### config.mk
export PLATFORM = sky130hd
export DESIGN_NAME = mem_port_sequencer_flat
export DESIGN_NICKNAME = d
export VERILOG_FILES = /design/src/rtl/mem_port_sequencer_if.sv /design/src/rtl/mem_port_sequencer.sv /design/src/flat_wrapper.sv
export SDC_FILE = /design/constraint.sdc
export NUM_CORES = 1
export LEC_CHECK = 0
export CAP_MARGIN = 20
export CORE_MARGIN = 2
export CORE_UTILIZATION = 38
export DETAILED_ROUTE_END_ITERATION = 8
export GPL_TIMING_DRIVEN = 1
export HOLD_SLACK_MARGIN = 0.02
export PLACE_DENSITY_LB_ADDON = 0.25
export SYNTH_ARGS = -nofsm -noshare
export SYNTH_HDL_FRONTEND = slang
export SYNTH_SLANG_ARGS = --single-unit
export TNS_END_PERCENT = 100
### constraint.sdc
create_clock -name clk -period 2.99 [get_ports clk]
set_clock_uncertainty 0.2 [all_clocks]
set_input_delay 0.4485 -clock clk [delete_from_list [all_inputs] [get_ports clk]]
set_output_delay 0.4485 -clock clk [all_outputs]
set_load 0.005 [all_outputs]
### src/rtl/mem_port_sequencer_if.sv
// Memory-side request/ack bus shared by the sequencer and the memory model.
// The master issues requests; the slave answers with ack and read data.
interface mem_port_sequencer_if;
    logic        mem_req;
    logic        mem_we;
    logic [31:0] mem_addr;
    logic [31:0] mem_wdata;
    logic        mem_ack;
    logic [31:0] mem_rdata;

    modport master (
        output mem_req,
        output mem_we,
        output mem_addr,
        output mem_wdata,
        input  mem_ack,
        input  mem_rdata
    );

    modport slave (
        input  mem_req,
        input  mem_we,
        input  mem_addr,
        input  mem_wdata,
        output mem_ack,
        output mem_rdata
    );
endinterface

### src/rtl/mem_port_sequencer.sv
// Shares one single-ported memory between instruction fetch and load/store,
// releasing the core for one commit cycle per instruction.
module mem_port_sequencer #(
    parameter int unsigned TIMEOUT   = 255,
    parameter logic [31:0] NOP_INSTR = 32'h0000_0013
) (
    input  logic        clk,
    input  logic        reset,
    input  logic [31:0] instr_addr,
    input  logic [31:0] data_addr,
    input  logic        should_read_mem,
    input  logic        should_write_mem,
    input  logic [31:0] mem_write_data,
    output logic [31:0] instr,
    output logic [31:0] mem_read_data,
    output logic        core_stall,
    output logic        bus_err,
    output logic [31:0] instret,
    mem_port_sequencer_if.master mem
);

    localparam int unsigned CW = (TIMEOUT > 1) ? $clog2(TIMEOUT) : 1;
    localparam logic [CW-1:0] WAIT_LAST = CW'(TIMEOUT - 1);

    typedef enum logic [2:0] {
        ST_IDLE,
        ST_FETCH,
        ST_DECODE,
        ST_DATA,
        ST_COMMIT,
        ST_HALT
    } state_e;

    state_e      state_q, state_d;
    logic [31:0] instr_q, instr_d;
    logic [31:0] rdata_q, rdata_d;
    logic        is_write_q, is_write_d;
    logic        bus_err_q, bus_err_d;
    logic [31:0] instret_q, instret_d;
    logic [CW-1:0] wait_q, wait_d;

    logic        req_c;
    logic        we_c;
    logic [31:0] addr_c;
    logic        stall_c;
    logic        timeout_hit;

    // Ack wins over an expiring counter in the same cycle.
    assign timeout_hit = (TIMEOUT != 0)
                       && (wait_q == WAIT_LAST)
                       && !mem.mem_ack;

    always_comb begin
        state_d    = state_q;
        instr_d    = instr_q;
        rdata_d    = rdata_q;
        is_write_d = is_write_q;
        bus_err_d  = bus_err_q;
        instret_d  = instret_q;
        wait_d     = wait_q;
        req_c      = 1'b0;
        we_c       = 1'b0;
        addr_c     = instr_addr;
        stall_c    = 1'b1;

        unique case (state_q)
            ST_IDLE: begin
                state_d = ST_FETCH;
                wait_d  = '0;
            end
            ST_FETCH: begin
                req_c  = 1'b1;
                addr_c = instr_addr;
                if (mem.mem_ack) begin
                    instr_d = mem.mem_rdata;
                    wait_d  = '0;
                    state_d = ST_DECODE;
                end else if (timeout_hit) begin
                    bus_err_d = 1'b1;
                    instr_d   = NOP_INSTR;
                    state_d   = ST_HALT;
                end else begin
                    wait_d = wait_q + CW'(1);
                end
            end
            ST_DECODE: begin
                wait_d = '0;
                if (should_write_mem) begin
                    is_write_d = 1'b1;
                    state_d    = ST_DATA;
                    // Conflicting decode: store wins, flag the fault.
                    if (should_read_mem) begin
                        bus_err_d = 1'b1;
                    end
                end else if (should_read_mem) begin
                    is_write_d = 1'b0;
                    state_d    = ST_DATA;
                end else begin
                    state_d = ST_COMMIT;
                end
            end
            ST_DATA: begin
                req_c  = 1'b1;
                we_c   = is_write_q;
                addr_c = data_addr;
                if (mem.mem_ack) begin
                    if (!is_write_q) begin
                        rdata_d = mem.mem_rdata;
                    end
                    wait_d  = '0;
                    state_d = ST_COMMIT;
                end else if (timeout_hit) begin
                    bus_err_d = 1'b1;
                    instr_d   = NOP_INSTR;
                    state_d   = ST_HALT;
                end else begin
                    wait_d = wait_q + CW'(1);
                end
            end
            ST_COMMIT: begin
                stall_c   = 1'b0;
                instret_d = instret_q + 32'd1;
                wait_d    = '0;
                state_d   = ST_FETCH;
            end
            ST_HALT: begin
                state_d = ST_HALT;
            end
            default: begin
                state_d = ST_HALT;
            end
        endcase
    end

    always_ff @(posedge clk) begin
        if (reset) begin
            state_q    <= ST_IDLE;
            instr_q    <= NOP_INSTR;
            rdata_q    <= '0;
            is_write_q <= 1'b0;
            bus_err_q  <= 1'b0;
            instret_q  <= '0;
            wait_q     <= '0;
        end else begin
            state_q    <= state_d;
            instr_q    <= instr_d;
            rdata_q    <= rdata_d;
            is_write_q <= is_write_d;
            bus_err_q  <= bus_err_d;
            instret_q  <= instret_d;
            wait_q     <= wait_d;
        end
    end

    assign mem.mem_req   = req_c;
    assign mem.mem_we    = we_c;
    assign mem.mem_addr  = addr_c;
    assign mem.mem_wdata = mem_write_data;

    assign instr         = instr_q;
    assign mem_read_data = rdata_q;
    assign core_stall    = stall_c;
    assign bus_err       = bus_err_q;
    assign instret       = instret_q;

endmodule

### src/flat_wrapper.sv
// flat-port wrapper written by rule: the top's interface ports become plain ports
module mem_port_sequencer_flat 
#(
    parameter int unsigned TIMEOUT   = 255,
    parameter logic [31:0] NOP_INSTR = 32'h0000_0013
)
  (clk, reset, instr_addr, data_addr, should_read_mem, should_write_mem, mem_write_data, instr, mem_read_data, core_stall, bus_err, instret, mem_mem_req, mem_mem_we, mem_mem_addr, mem_mem_wdata, mem_mem_ack, mem_mem_rdata);
  mem_port_sequencer_if mem_i ();
  input  logic clk;
  input  logic reset;
  input  logic [31:0] instr_addr;
  input  logic [31:0] data_addr;
  input  logic should_read_mem;
  input  logic should_write_mem;
  input  logic [31:0] mem_write_data;
  output logic [31:0] instr;
  output logic [31:0] mem_read_data;
  output logic core_stall;
  output logic bus_err;
  output logic [31:0] instret;
  output wire logic [$bits(mem_i.mem_req)-1:0] mem_mem_req;
  output wire logic [$bits(mem_i.mem_we)-1:0] mem_mem_we;
  output wire logic [$bits(mem_i.mem_addr)-1:0] mem_mem_addr;
  output wire logic [$bits(mem_i.mem_wdata)-1:0] mem_mem_wdata;
  input wire logic [$bits(mem_i.mem_ack)-1:0] mem_mem_ack;
  input wire logic [$bits(mem_i.mem_rdata)-1:0] mem_mem_rdata;
  assign mem_mem_req = mem_i.mem_req;
  assign mem_mem_we = mem_i.mem_we;
  assign mem_mem_addr = mem_i.mem_addr;
  assign mem_mem_wdata = mem_i.mem_wdata;
  assign mem_i.mem_ack = mem_mem_ack;
  assign mem_i.mem_rdata = mem_mem_rdata;
  mem_port_sequencer #(.TIMEOUT(TIMEOUT), .NOP_INSTR(NOP_INSTR)) u_core (.clk(clk), .reset(reset), .instr_addr(instr_addr), .data_addr(data_addr), .should_read_mem(should_read_mem), .should_write_mem(should_write_mem), .mem_write_data(mem_write_data), .instr(instr), .mem_read_data(mem_read_data), .core_stall(core_stall), .bus_err(bus_err), .instret(instret), .mem(mem_i));
endmodule
; Word level (Yosys, flattened, before mapping)
; Cells that the tools add are included.
[word_totals]
ff_bits = 109
inputBits = 133
out_inout_bits = 164
elab_cells = 60
[classes]
n_addsub = 2
eq_ne = 11
mux = 24
n_bitwise = 1
reduce_logical = 15
[ops]
columns = cell, count
row1 = 2-to-1 mux 32 bit, 4
row2 = one-hot mux 32 bit (2 select lines), 1
row3 = adder 32 x 1 -> 32 bit (second input constant), 1
row4 = 2-to-1 mux 8 bit, 2
row5 = one-hot mux 8 bit (2 select lines), 1
row6 = 2-to-1 mux 3 bit, 5
row7 = one-hot mux 3 bit (4 select lines), 1
row8 = 2-to-1 mux 1 bit, 9
row9 = adder 8 x 1 -> 8 bit (second input constant), 1
row10 = equality test 8 bit (second input constant), 1
row11 = inequality test 2 bit (second input constant), 4
row12 = nonzero test 2 bit, 4
row13 = equality test 3 x 2 -> 1 bit (second input constant), 2
row14 = AND reduction 2 bit, 3
row15 = AND reduction 5 bit, 1
row16 = OR reduction 2 bit, 2
row17 = equality test 3 x 1 -> 1 bit (second input constant), 1
row18 = equality test 3 bit (second input constant), 1
row19 = zero test 3 bit, 1
row20 = inequality test 3 bit (second input constant), 1
row21 = AND reduction 3 bit, 1
row22 = OR reduction 3 bit, 1
row23 = inequality test 2 x 1 -> 1 bit (second input constant), 1
row24 = one-hot mux 1 bit (2 select lines), 1
row25 = other kinds (3), 3

; Logic depth before layout (Yosys ltp)
; Gate-level depths: netlist of run 1.
[logic_depth]
ltp_word = 5
depth_mapped = 8
ltp_nobuf = 6

; Worst setup path before layout of run 1
; No wires, ideal clock.
[synth_timing]
path_kind = reg2reg
startpoint = reg u_core.state_q[0]
endpoint = reg u_core.instret_q[25] (netlist: u_core.instret[25])
setup_ps = 70
arrival_time_ps = 1828
required_time_ps = 2720
path_slack_ps = 892
stages_incl_launch_ff = 7
path_buffers = 2
synth_period_minus_slack_ps = 2098
path_cell_list = dfxtp_1 > buf_2 > nand4bb_1 > or4_1 > buf_2 > or4_1 > a21oi_1
[synth_between]
elab_chain_cells = 1
[synth_rtl]
columns = element, line
row1 = from (decl), mem_port_sequencer.sv:34  ; state_e state_q, state_d;
row2 = from (signal assigned), mem_port_sequencer.sv:145  ; state_q <= state_d;
row3 = equality test 3 bit, mem_port_sequencer.sv:66  ; unique case (state_q)
row4 = to (signal assigned), mem_port_sequencer.sv:150  ; instret_q <= instret_d;
row5 = to (decl), mem_port_sequencer.sv:39  ; logic [31:0] instret_q, instret_d;
; Every way passes these cells.
; A chain may end at the register's enable or synchronous reset.

; Worst setup path in the final report of run 1
[layout_timing]
startpoint = reg u_core.state_q[2]
endpoint = out mem_mem_addr[18]
[layout_between]
elab_chain_cells = 2
[layout_rtl]
columns = element, line
row1 = equality test 3 x 2 -> 1 bit, mem_port_sequencer.sv:66
row2 = 2-to-1 mux 32 bit, mem_port_sequencer.sv:66
row3 = to (decl), flat_wrapper.sv:23  ; output wire logic [$bits(mem_i.mem_addr)-1:0] mem_mem_addr;
; Every way passes these cells.

==> impl_metrics.yaml, run 1 <==
sta:
  grt_setup_unrepaired: "false"
  slew_violations: 0
  worst_pin_slew_ns: 0.6705
  fin_crit_sh: 0.9386
  timing.fmax_mhz: 356.3
  worst_slack_ns: 0.1836
  finalCriticalPeriod_ns: 2.806
  hold_viol_final: 0
  holdWs_ns: 0.2553
  max_slew_margin: 0.5520
  tns_ns: 0
  setup_viol: 0
grt:
  antenna_found_initial: 0
  grt_pass1_wl_um: 25390
  grt_pass1_vias: 4971
  grt_max_degree: 65
  use_met2: 0.3668
  gr-total-overflow: 0
  use_met3: 0.08127
  grtUsageMet1: 0.2695
  grt_usage: 0.2200
  top_usage_layer: "met2"
final_layout:
  syn2layout_area_growth_pct: 50.39
  n_antenna_cell: 0
  layout_common_cells: "clkdlybuf4s50_1, dfxtp_1, nand2_1"
  drive_gt1_frac: 0.08050
  fin_nets: 927
  layout_commonest_cell: "clkdlybuf4s50_1"
clock_network:
  cts_root_buffer: "clkbuf_16"
  post_cts_resized: 0
  clockBufferDepth: 2
  htreeDepth: 3
  clk_pin_slew_ns: 0.06
  cts_setup_buffers: 0
  clkLatencyLatePin_ns: 0.34
  cts_tree: "yes"
  hold_buffers: 0
  cts-buffers-inserted: 9
  numClockSinks: 109
worst_setup_path:
  worstPathArrival_ns: 2.16
  cp-startpoint: "u_core.state_q[2]$_SDFF_PP0_"
  r2r-start: "u_core.instret[0]$_SDFFE_PP0P_"
  r2r_slack_ns: 0.48
  path_max_fanout: 33
  crit_type: "flip-flop to output pin"
  crit_end: "mem_mem_addr[18]"
  reg2regPathDepth: 5
  reg2reg_to: "u_core.instret[30]$_SDFFE_PP0P_"
  cp-start-kind: "flip-flop"
  crit_required_ns: 2.34
  cp-end-kind: "output pin"
logic_synthesis:
  synth_seq_area_share: 0.4302
  async_flop_share: 0
  synth_top_area_frac: 0.4302
  yosys.area.top_type: "dfxtp_1"
  synth_area_sq_mm: 0.005072
  synthFlopType: "dfxtp_1"
  avgSynthCellArea_sq_um: 8.329
  ys_ff_latch: 109
  ys_warn_count: 0
  synthTopCellsByArea: "dfxtp_1, a21oi_1, nand2_1"
  ys_types: 41
  syn_nets: 745
  synth_edf_count: 0
  synth_cells: 609
detailed_routing:
  wl_um: 15860
  viasPerCell: 5.208
  drt_iter0_markers: 486
  postRouteAntennaNets: 0
  wire_per_inst_um: 16.33
  drc: 0
  vias: 5057
  firstDrtPassIters: 4
place:
  gp_congestion: 0.9078
  port_buffers: 232
  post-place-ws_ns: 0.5217
  dp_hpwl_um: 11520
floorplan:
  num_rows: 42
  die_width_um: 119.5
  die_area_sq_mm: 0.01429
  core-area_sq_mm: 0.01314
  die_h_um: 119.5
  ios: 297
  start_util: 0.3861
min_path:
  min_path_type: "flip-flop to flip-flop"
power_and_ir_drop:
  ir_drop_uv: 340.7
  power_density_mw_per_mm2: 423.6
  power_leakage_nw: 2.528
outcome:
  run_status: "completed"
flow_run:
  cap_violations: 0
synthesized netlist by cell type (all sizes together), types with 2 or more instances:
library cell and number:
xnor2 5, or3 7, dfxtp 109, mux2 32, buf 40, and3 3
nor2 17, nand2 107, o21ai 38, nand4 14, a21o 3, nand4bb 2
a21oi 95, nand3 11, nor3b 2, or4 20, xor2 8, clkbuf 33
ha 3, and4 5, o21bai 4, nand2b 7, o31ai 20, nand4b 2
nor2b 2, inv 8, nor4 2
logic make-up (layout without fill, tap and decap cells):
logic type / Yosys count / after routing / synth area share
AO/OA/AOI/OAI: 164 / 164 / 0.1776
XOR/XNOR: 13 / 13 / 0.02245
adder cells (fa/ha/maj): 3 / 3 / 0.007401
buffers and inverters: 81 / 267 / 0.08535
flip-flops: 109 / 109 / 0.4302
multiplexers: 32 / 32 / 0.07104
AND/OR/NAND/NOR: 207 / 207 / 0.2060
where the power goes:
group | total (mW) | internal (mW) | leakage (nW) | switching, mW
Sequential | 1.50 | 1.48 | 0.882 | 0.0210
Combinational | 0.437 | 0.270 | 1.49 | 0.167
Clock | 1.29 | 0.777 | 0.159 | 0.514
Total | 3.23 | 2.53 | 2.53 | 0.702
registers in the layout (all words and copies together), names as in the netlist:
register and count:
u_core.instret 32, u_core.instr 32, u_core.state_q 3, u_core.is_write_q 1, u_core.mem_read_data 32, u_core.wait_q 8, u_core.bus_err 1
per-stage QoR:
step | std cells | power [mW] | util | cell area [sq um]
after detailed placement | 956 | 1.973 | 0.5559 | 7303
after global placement | 956 | 1.965 | 0.5559 | 7303
after floorplan | 609 | 1.708 | - | 5072
after CTS | 971 | 3.268 | 0.5807 | 7629
final | 971 | 3.232 | 0.5807 | 7629
after global routing | 971 | 3.357 | 0.5807 | 7629
layer usage:
metal / share of wire / wire (um)
met5: 0 / 0
met1: 0.42 / 6668
met4: 0.012 / 195
met2: 0.49 / 7825
met3: 0.074 / 1168
cell type report:
class                   count  area (sq um)
clock buffers              12         256.5
clock inverters             3         68.82
fillers                  1184          5509
inverters                   8         30.03
multi-input cells         419          2464
flip-flops and latches    109          2182
well taps                 176         220.2
repair buffers            244          2407
worst max-delay path, stage by stage (launching register included):
cell             delay (ns)
dfxtp_1                0.44
nand3b_1               0.14
buf_4                  0.37
mux2_2                 0.39
clkdlybuf4s50_1        0.45
worst min path at each step:
| stage | to | startpoint | slack (ns) | cells after the start |
|---|---|---|---|---|
| floorplan | u_core.mem_read_data[0]$_SDFFE_PP0P_ | u_core.mem_read_data[0]$_SDFFE_PP0P_ | 0.25 | 2 |
| global placement | u_core.mem_read_data[8]$_SDFFE_PP0P_ | u_core.mem_read_data[8]$_SDFFE_PP0P_ | 0.24 | 2 |
| detailed placement | u_core.mem_read_data[5]$_SDFFE_PP0P_ | u_core.mem_read_data[5]$_SDFFE_PP0P_ | 0.25 | 2 |
| CTS | u_core.mem_read_data[5]$_SDFFE_PP0P_ | u_core.mem_read_data[5]$_SDFFE_PP0P_ | 0.26 | 2 |
| global route | u_core.mem_read_data[22]$_SDFFE_PP0P_ | u_core.mem_read_data[22]$_SDFFE_PP0P_ | 0.28 | 2 |
| finish | u_core.mem_read_data[5]$_SDFFE_PP0P_ | u_core.mem_read_data[5]$_SDFFE_PP0P_ | 0.26 | 2 |
Power figures use the tool's default switching activity.
==> run 2, diff against run 1 <==
--- a/config.mk
+++ b/config.mk
@@ -5,8 +5,7 @@
 export SDC_FILE = /design/constraint.sdc
 export NUM_CORES = 1
 export LEC_CHECK = 0
-export CAP_MARGIN = 20
-export CORE_MARGIN = 2
+export CAP_MARGIN = 5
 export CORE_UTILIZATION = 38
 export DETAILED_ROUTE_END_ITERATION = 8
 export GPL_TIMING_DRIVEN = 1
==> run 2 against run 1 <==
Effect of this change:
- power down 2.2%
- highest routed layer unchanged
- critical path type unchanged
- critical endpoint is now mem_mem_addr[23]
- register-to-register slack worse by 0.09 ns
- die area down 3.3%
- flip-flop and latch count unchanged
==> impl_metrics.yaml, run 2 (synthesis gave the netlist of run 1 again) <==
grt:
  grt_pass1_wl_um: 25740
  grt_usage: 0.2343
  grt_pass1_vias: 5006
  gr-total-overflow: 0
  antenna_found_initial: 0
  grt_max_degree: 59
final_layout:
  syn2layout_area_growth_pct: 50.00
  utilization: 0.5933
  layout_commonest_cell: "clkdlybuf4s50_1"
  drive_gt1_frac: 0.08050
  fin_nets: 926
  layout_common_cells: "clkdlybuf4s50_1, dfxtp_1, nand2_1"
  n_antenna_cell: 0
  final_area_sq_mm: 0.007609
sta:
  finalCriticalPeriod_ns: 2.888
  holdWs_ns: 0.2578
  worst_pin_slew_ns: 0.6568
  hold_viol_final: 0
  grt_setup_unrepaired: "false"
  fin_crit_sh: 0.9657
  timing.fmax_mhz: 346.3
  max_slew_margin: 0.5612
  setup_viol: 0
  tns_ns: 0
  slew_violations: 0
  worst_slack_ns: 0.1025
place:
  dpl_cell_area_sq_mm: 0.007306
  post-place-ws_ns: 0.4750
  gp_congestion: 0.9246
  dp_hpwl_um: 11910
  port_buffers: 232
detailed_routing:
  viasPerCell: 5.298
  postRouteAntennaNets: 0
  drc: 0
  vias: 5123
  firstDrtPassIters: 4
  wire_per_inst_um: 16.81
  drt_iter0_markers: 359
  wl_um: 16260
worst_setup_path:
  path_max_fanout: 32
  r2r-start: "u_core.instret[0]$_SDFFE_PP0P_"
  cp-startpoint: "u_core.state_q[2]$_SDFF_PP0_"
  crit_required_ns: 2.34
  reg2reg_to: "u_core.instret[26]$_SDFFE_PP0P_"
  cp_slowest_cell: "clkdlybuf4s50_1"
  cp_top_family: "buffers and inverters"
  cp_num_buf_inv: 2
  cp-end-kind: "output pin"
  crit_type: "flip-flop to output pin"
  max_stage_delay_ns: 0.50
  worstPathArrival_ns: 2.24
  worstPathCellList: "nand3b_1, buf_4, mux2_2, clkdlybuf4s50_1"
  reg2regPathDepth: 5
  cp-start-kind: "flip-flop"
  r2r_slack_ns: 0.39
floorplan:
  die_area_sq_mm: 0.01381
  ios: 297
  die_h_um: 117.5
  die_width_um: 117.5
  core-area_sq_mm: 0.01282
  start_util: 0.3955
  num_rows: 41
power_and_ir_drop:
  p_clk_frac: 0.385
  p_int_mw: 2.427
  ir_drop_uv: 309.8
  switching_share: 0.2324
  pwr-share-comb: 0.140
  switching_power_uw: 734.7
  power_density_mw_per_mm2: 415.6
  power_leakage_nw: 2.517
  seqPwrFrac: 0.475
clock_network:
  cts_setup_buffers: 0
  clk_pin_slew_ns: 0.07
  clockBufferDepth: 2
  clkLatencyLatePin_ns: 0.35
  htreeDepth: 3
  cts_tree: "yes"
  numClockSinks: 109
  hold_buffers: 0
  post_cts_resized: 0
  cts-buffers-inserted: 9
  cts_root_buffer: "clkbuf_16"
flow_run:
  cap_violations: 0
min_path:
  holdPathEnd: "u_core.mem_read_data[29]$_SDFFE_PP0P_"
  min_path_type: "flip-flop to flip-flop"
  worstHoldStart: "u_core.mem_read_data[29]$_SDFFE_PP0P_"
  holdPathStages: 2
outcome:
  run_status: "completed"
-- run 2: changes by cell type in the layout (fill, tap and decap cells not counted) --
cell and delta:
clkinvlp_4 +1, bufinv_16 -1, buf_12 +1, clkbuf_8 -1, clkinv_2 +1, clkinv_4 +1
buf_2 -1, buf_4 -1
-- run 2: stage by stage --
step	total power, mW	std cells
2_1_floorplan	1.708	609
3_3_place_gp	1.969	951
3_5_place_dp	1.976	951
4_1_cts	3.189	967
5_1_grt	3.285	967
6_report	3.162	967
-- run 2: area by class of cell --
cell class | instances | area, sq um
repair buffers | 243 | 2415
flip-flops and latches | 109 | 2182
clock buffers | 11 | 242.7
inverters | 8 | 30.03
clock inverters | 5 | 60.06
well taps | 172 | 215.2
multi-input cells | 419 | 2464
fillers | 1171 | 5216
-- run 2: power by group through the flow --
stage	Sequential, mW	Clock [mW]	Combinational [mW]
after floorplan	1.53	0	0.176
after global placement	1.53	0	0.436
after detailed placement	1.53	0	0.442
after CTS	1.50	1.24	0.446
after global routing	1.50	1.31	0.474
final	1.50	1.22	0.443
-- run 2: worst max path at each step --
stage / endpoint / depth (start not counted) / slack [ns]
floorplan: u_core.instret[25]$_SDFFE_PP0P_ / 6 / 0.89
global placement: mem_mem_addr[23] / 4 / 0.53
detailed placement: u_core.instret[26]$_SDFFE_PP0P_ / 5 / 0.47
CTS: mem_mem_addr[23] / 4 / 0.1
global route: mem_mem_addr[23] / 4 / 0.002
finish: mem_mem_addr[23] / 4 / 0.10
-- run 2: tightest hold or removal path, stage by stage, from the launching register on --
cell and delay (ns):
dfxtp_1 0.31, nand2_1 0.05, a21oi_1 0.05
-- run 2: metal layers --
metal  vias up  GRT usage  part of all wire
met1      2434     0.2809              0.42
li1       2486          -                 -
met2       165     0.3931              0.49
met4         0    0.08974             0.022
met5         -          0                 0
met3        38    0.06977             0.065
==> run 3, diff against run 2 <==
--- a/config.mk
+++ b/config.mk
@@ -11,6 +11,8 @@
 export GPL_TIMING_DRIVEN = 1
 export HOLD_SLACK_MARGIN = 0.02
 export PLACE_DENSITY_LB_ADDON = 0.25
+export RECOVER_POWER = 25
+export SETUP_SLACK_MARGIN = 0.3
 export SYNTH_ARGS = -nofsm -noshare
 export SYNTH_HDL_FRONTEND = slang
 export SYNTH_SLANG_ARGS = --single-unit
==> run 3 against run 2 <==
Effect of this change:
- register-to-register slack about the same
- die area is the same
- critical path depth increased by 2
- via count about the same
- first-iteration DRC count fell by 11%
- power about the same
- sequential power about the same
- sequential share of layout area down 0.46 points
- setup slack improved by 0.21 ns
- combinational power is 0.9% higher
- largest power group unchanged
==> impl_metrics.yaml, run 3 (synthesis gave the netlist of run 1 again) <==
outcome:
  run_status: "completed"
sta:
  worst_pin_slew_ns: 0.6865
  finalCriticalPeriod_ns: 2.681
  max_slew_margin: 0.5413
  timing.fmax_mhz: 373.1
  slew_violations: 0
  hold_viol_final: 0
  grt_setup_unrepaired: "true"
  setup_viol: 0
  fin_crit_sh: 0.8965
  tns_ns: 0
final_layout:
  layout_common_cells: "clkdlybuf4s50_1, nand2_1, dfxtp_1"
  layout_commonest_cell: "clkdlybuf4s50_1"
  syn2layout_area_growth_pct: 52.61
  n_antenna_cell: 0
  drive_gt1_frac: 0.09204
  fill_cells: 1164
  fin_nets: 935
  utilization: 0.6036
worst_setup_path:
  crit_required_ns: 2.34
  reg2reg_to: "u_core.instret[19]$_SDFFE_PP0P_"
  crit_end: "mem_mem_addr[16]"
  worstPathArrival_ns: 2.03
  crit_type: "flip-flop to output pin"
  path_max_fanout: 10
  cp-end-kind: "output pin"
  cp-start-kind: "flip-flop"
  cp-startpoint: "u_core.state_q[1]$_SDFF_PP0_"
  r2r_slack_ns: 0.40
  r2r-start: "u_core.state_q[1]$_SDFF_PP0_"
  reg2regPathDepth: 6
floorplan:
  num_rows: 41
  start_util: 0.3955
  die_area_sq_mm: 0.01381
  core-area_sq_mm: 0.01282
  ios: 297
  die_h_um: 117.5
  die_width_um: 117.5
grt:
  grt_usage: 0.2343
  grt_max_degree: 59
  grt_pass1_vias: 5006
  gr-total-overflow: 0
  antenna_found_initial: 0
  grt_pass1_wl_um: 25750
power_and_ir_drop:
  switching_power_uw: 732.7
  p_int_mw: 2.428
  power_leakage_nw: 2.772
  switching_share: 0.2318
  seqPwrFrac: 0.475
  pwr-share-comb: 0.141
  p_clk_frac: 0.384
  ir_drop_uv: 309.4
  power_density_mw_per_mm2: 408.3
clock_network:
  clk_pin_slew_ns: 0.07
  cts_root_buffer: "clkbuf_16"
  cts_tree: "yes"
  hold_buffers: 0
  clkLatencyLatePin_ns: 0.35
  htreeDepth: 3
  cts-buffers-inserted: 9
  clockBufferDepth: 2
  numClockSinks: 109
detailed_routing:
  drc: 0
  drt_iter0_markers: 318
  vias: 5122
  viasPerCell: 5.248
  postRouteAntennaNets: 0
  wl_um: 16630
  wire_per_inst_um: 17.04
  firstDrtPassIters: 4
flow_run:
  cap_violations: 0
min_path:
  min_path_type: "flip-flop to flip-flop"
place:
  dp_hpwl_um: 11910
  port_buffers: 232
  gp_congestion: 0.9246
==> run 3: cell count changes in the layout (fill, tap and decap cells not counted), moves of 2 or more <==
cell	delta
dfxtp_1	-2
buf_4	+5
dlygate4sd3_1	+25
dlymetal6s2s_1	+13
dfxtp_2	+2
clkdlybuf4s50_1	-38
==> run 3: area by class of cell <==
class / count / area, sq um / area share
clock buffer: 11 / 242.7 / 0.03136
inverter: 8 / 30.03 / 0.003879
timing repair buffer: 252 / 2556 / 0.3302
sequential: 109 / 2185 / 0.2822
tap: 172 / 215.2 / 0.02780
clock inverter: 5 / 60.06 / 0.007758
multi-input combinational: 419 / 2452 / 0.3168
==> run 3: worst max-delay path: stages, from the launching register on <==
cell             delay, ns
dfxtp_1               0.30
buf_4                 0.15
nand3b_1              0.18
buf_6                 0.15
buf_8                 0.12
mux2_2                0.34
clkdlybuf4s50_1       0.44
==> run 3: timing repair <==
item | in CTS | in global routing
gates cloned | 0 | 2
buffers inserted | 0 | 7
gates resized for setup | 5 | 15
pin swaps | 0 | 1
setup endpoints to repair | 32 | 36
==> run 3: metrics by stage <==
| stage | worst slack, ns | total power, mW | cell area [sq um] | instances | hold slack (ns) |
|---|---|---|---|---|---|
| after floorplan | 0.8917 | 1.708 | 5072 | 609 | 0.2527 |
| after global placement | 0.5343 | 1.969 | 7306 | 951 | 0.2426 |
| after detailed placement | 0.4750 | 1.976 | 7306 | 951 | 0.2483 |
| after CTS | 0.2568 | 3.191 | 7624 | 967 | 0.2584 |
| after global routing | 0.2184 | 3.288 | 7741 | 976 | 0.2668 |
| final | 0.3094 | 3.161 | 7741 | 976 | 0.2545 |
==> run 3: routing by layer <==
layer,vias up,global-route usage,routed length (um)
met1,2441,0.2809,7080
met3,36,0.07025,1010
met5,-,0,0
li1,2502,-,-
met4,0,0.08974,361
met2,143,0.3928,8177
==> run 3: worst min-delay path by stage <==
stage / depth (start not counted) / to / startpoint / slack, ns
after detailed placement: 2 / u_core.mem_read_data[19]$_SDFFE_PP0P_ / u_core.mem_read_data[19]$_SDFFE_PP0P_ / 0.25
after CTS: 2 / u_core.mem_read_data[19]$_SDFFE_PP0P_ / u_core.mem_read_data[19]$_SDFFE_PP0P_ / 0.26
final: 2 / u_core.mem_read_data[29]$_SDFFE_PP0P_ / u_core.mem_read_data[29]$_SDFFE_PP0P_ / 0.25
after floorplan: 2 / u_core.mem_read_data[0]$_SDFFE_PP0P_ / u_core.mem_read_data[0]$_SDFFE_PP0P_ / 0.25
after global placement: 2 / u_core.mem_read_data[10]$_SDFFE_PP0P_ / u_core.mem_read_data[10]$_SDFFE_PP0P_ / 0.24
after global routing: 2 / u_core.mem_read_data[23]$_SDFFE_PP0P_ / u_core.mem_read_data[23]$_SDFFE_PP0P_ / 0.27
==> run 3: power by group through the flow <==
stage / logic (mW) / registers, mW / clock network, mW
after floorplan: 0.176 / 1.53 / 0
after global placement: 0.436 / 1.53 / 0
after detailed placement: 0.442 / 1.53 / 0
after CTS: 0.447 / 1.50 / 1.24
after global routing: 0.478 / 1.50 / 1.31
final: 0.447 / 1.50 / 1.21
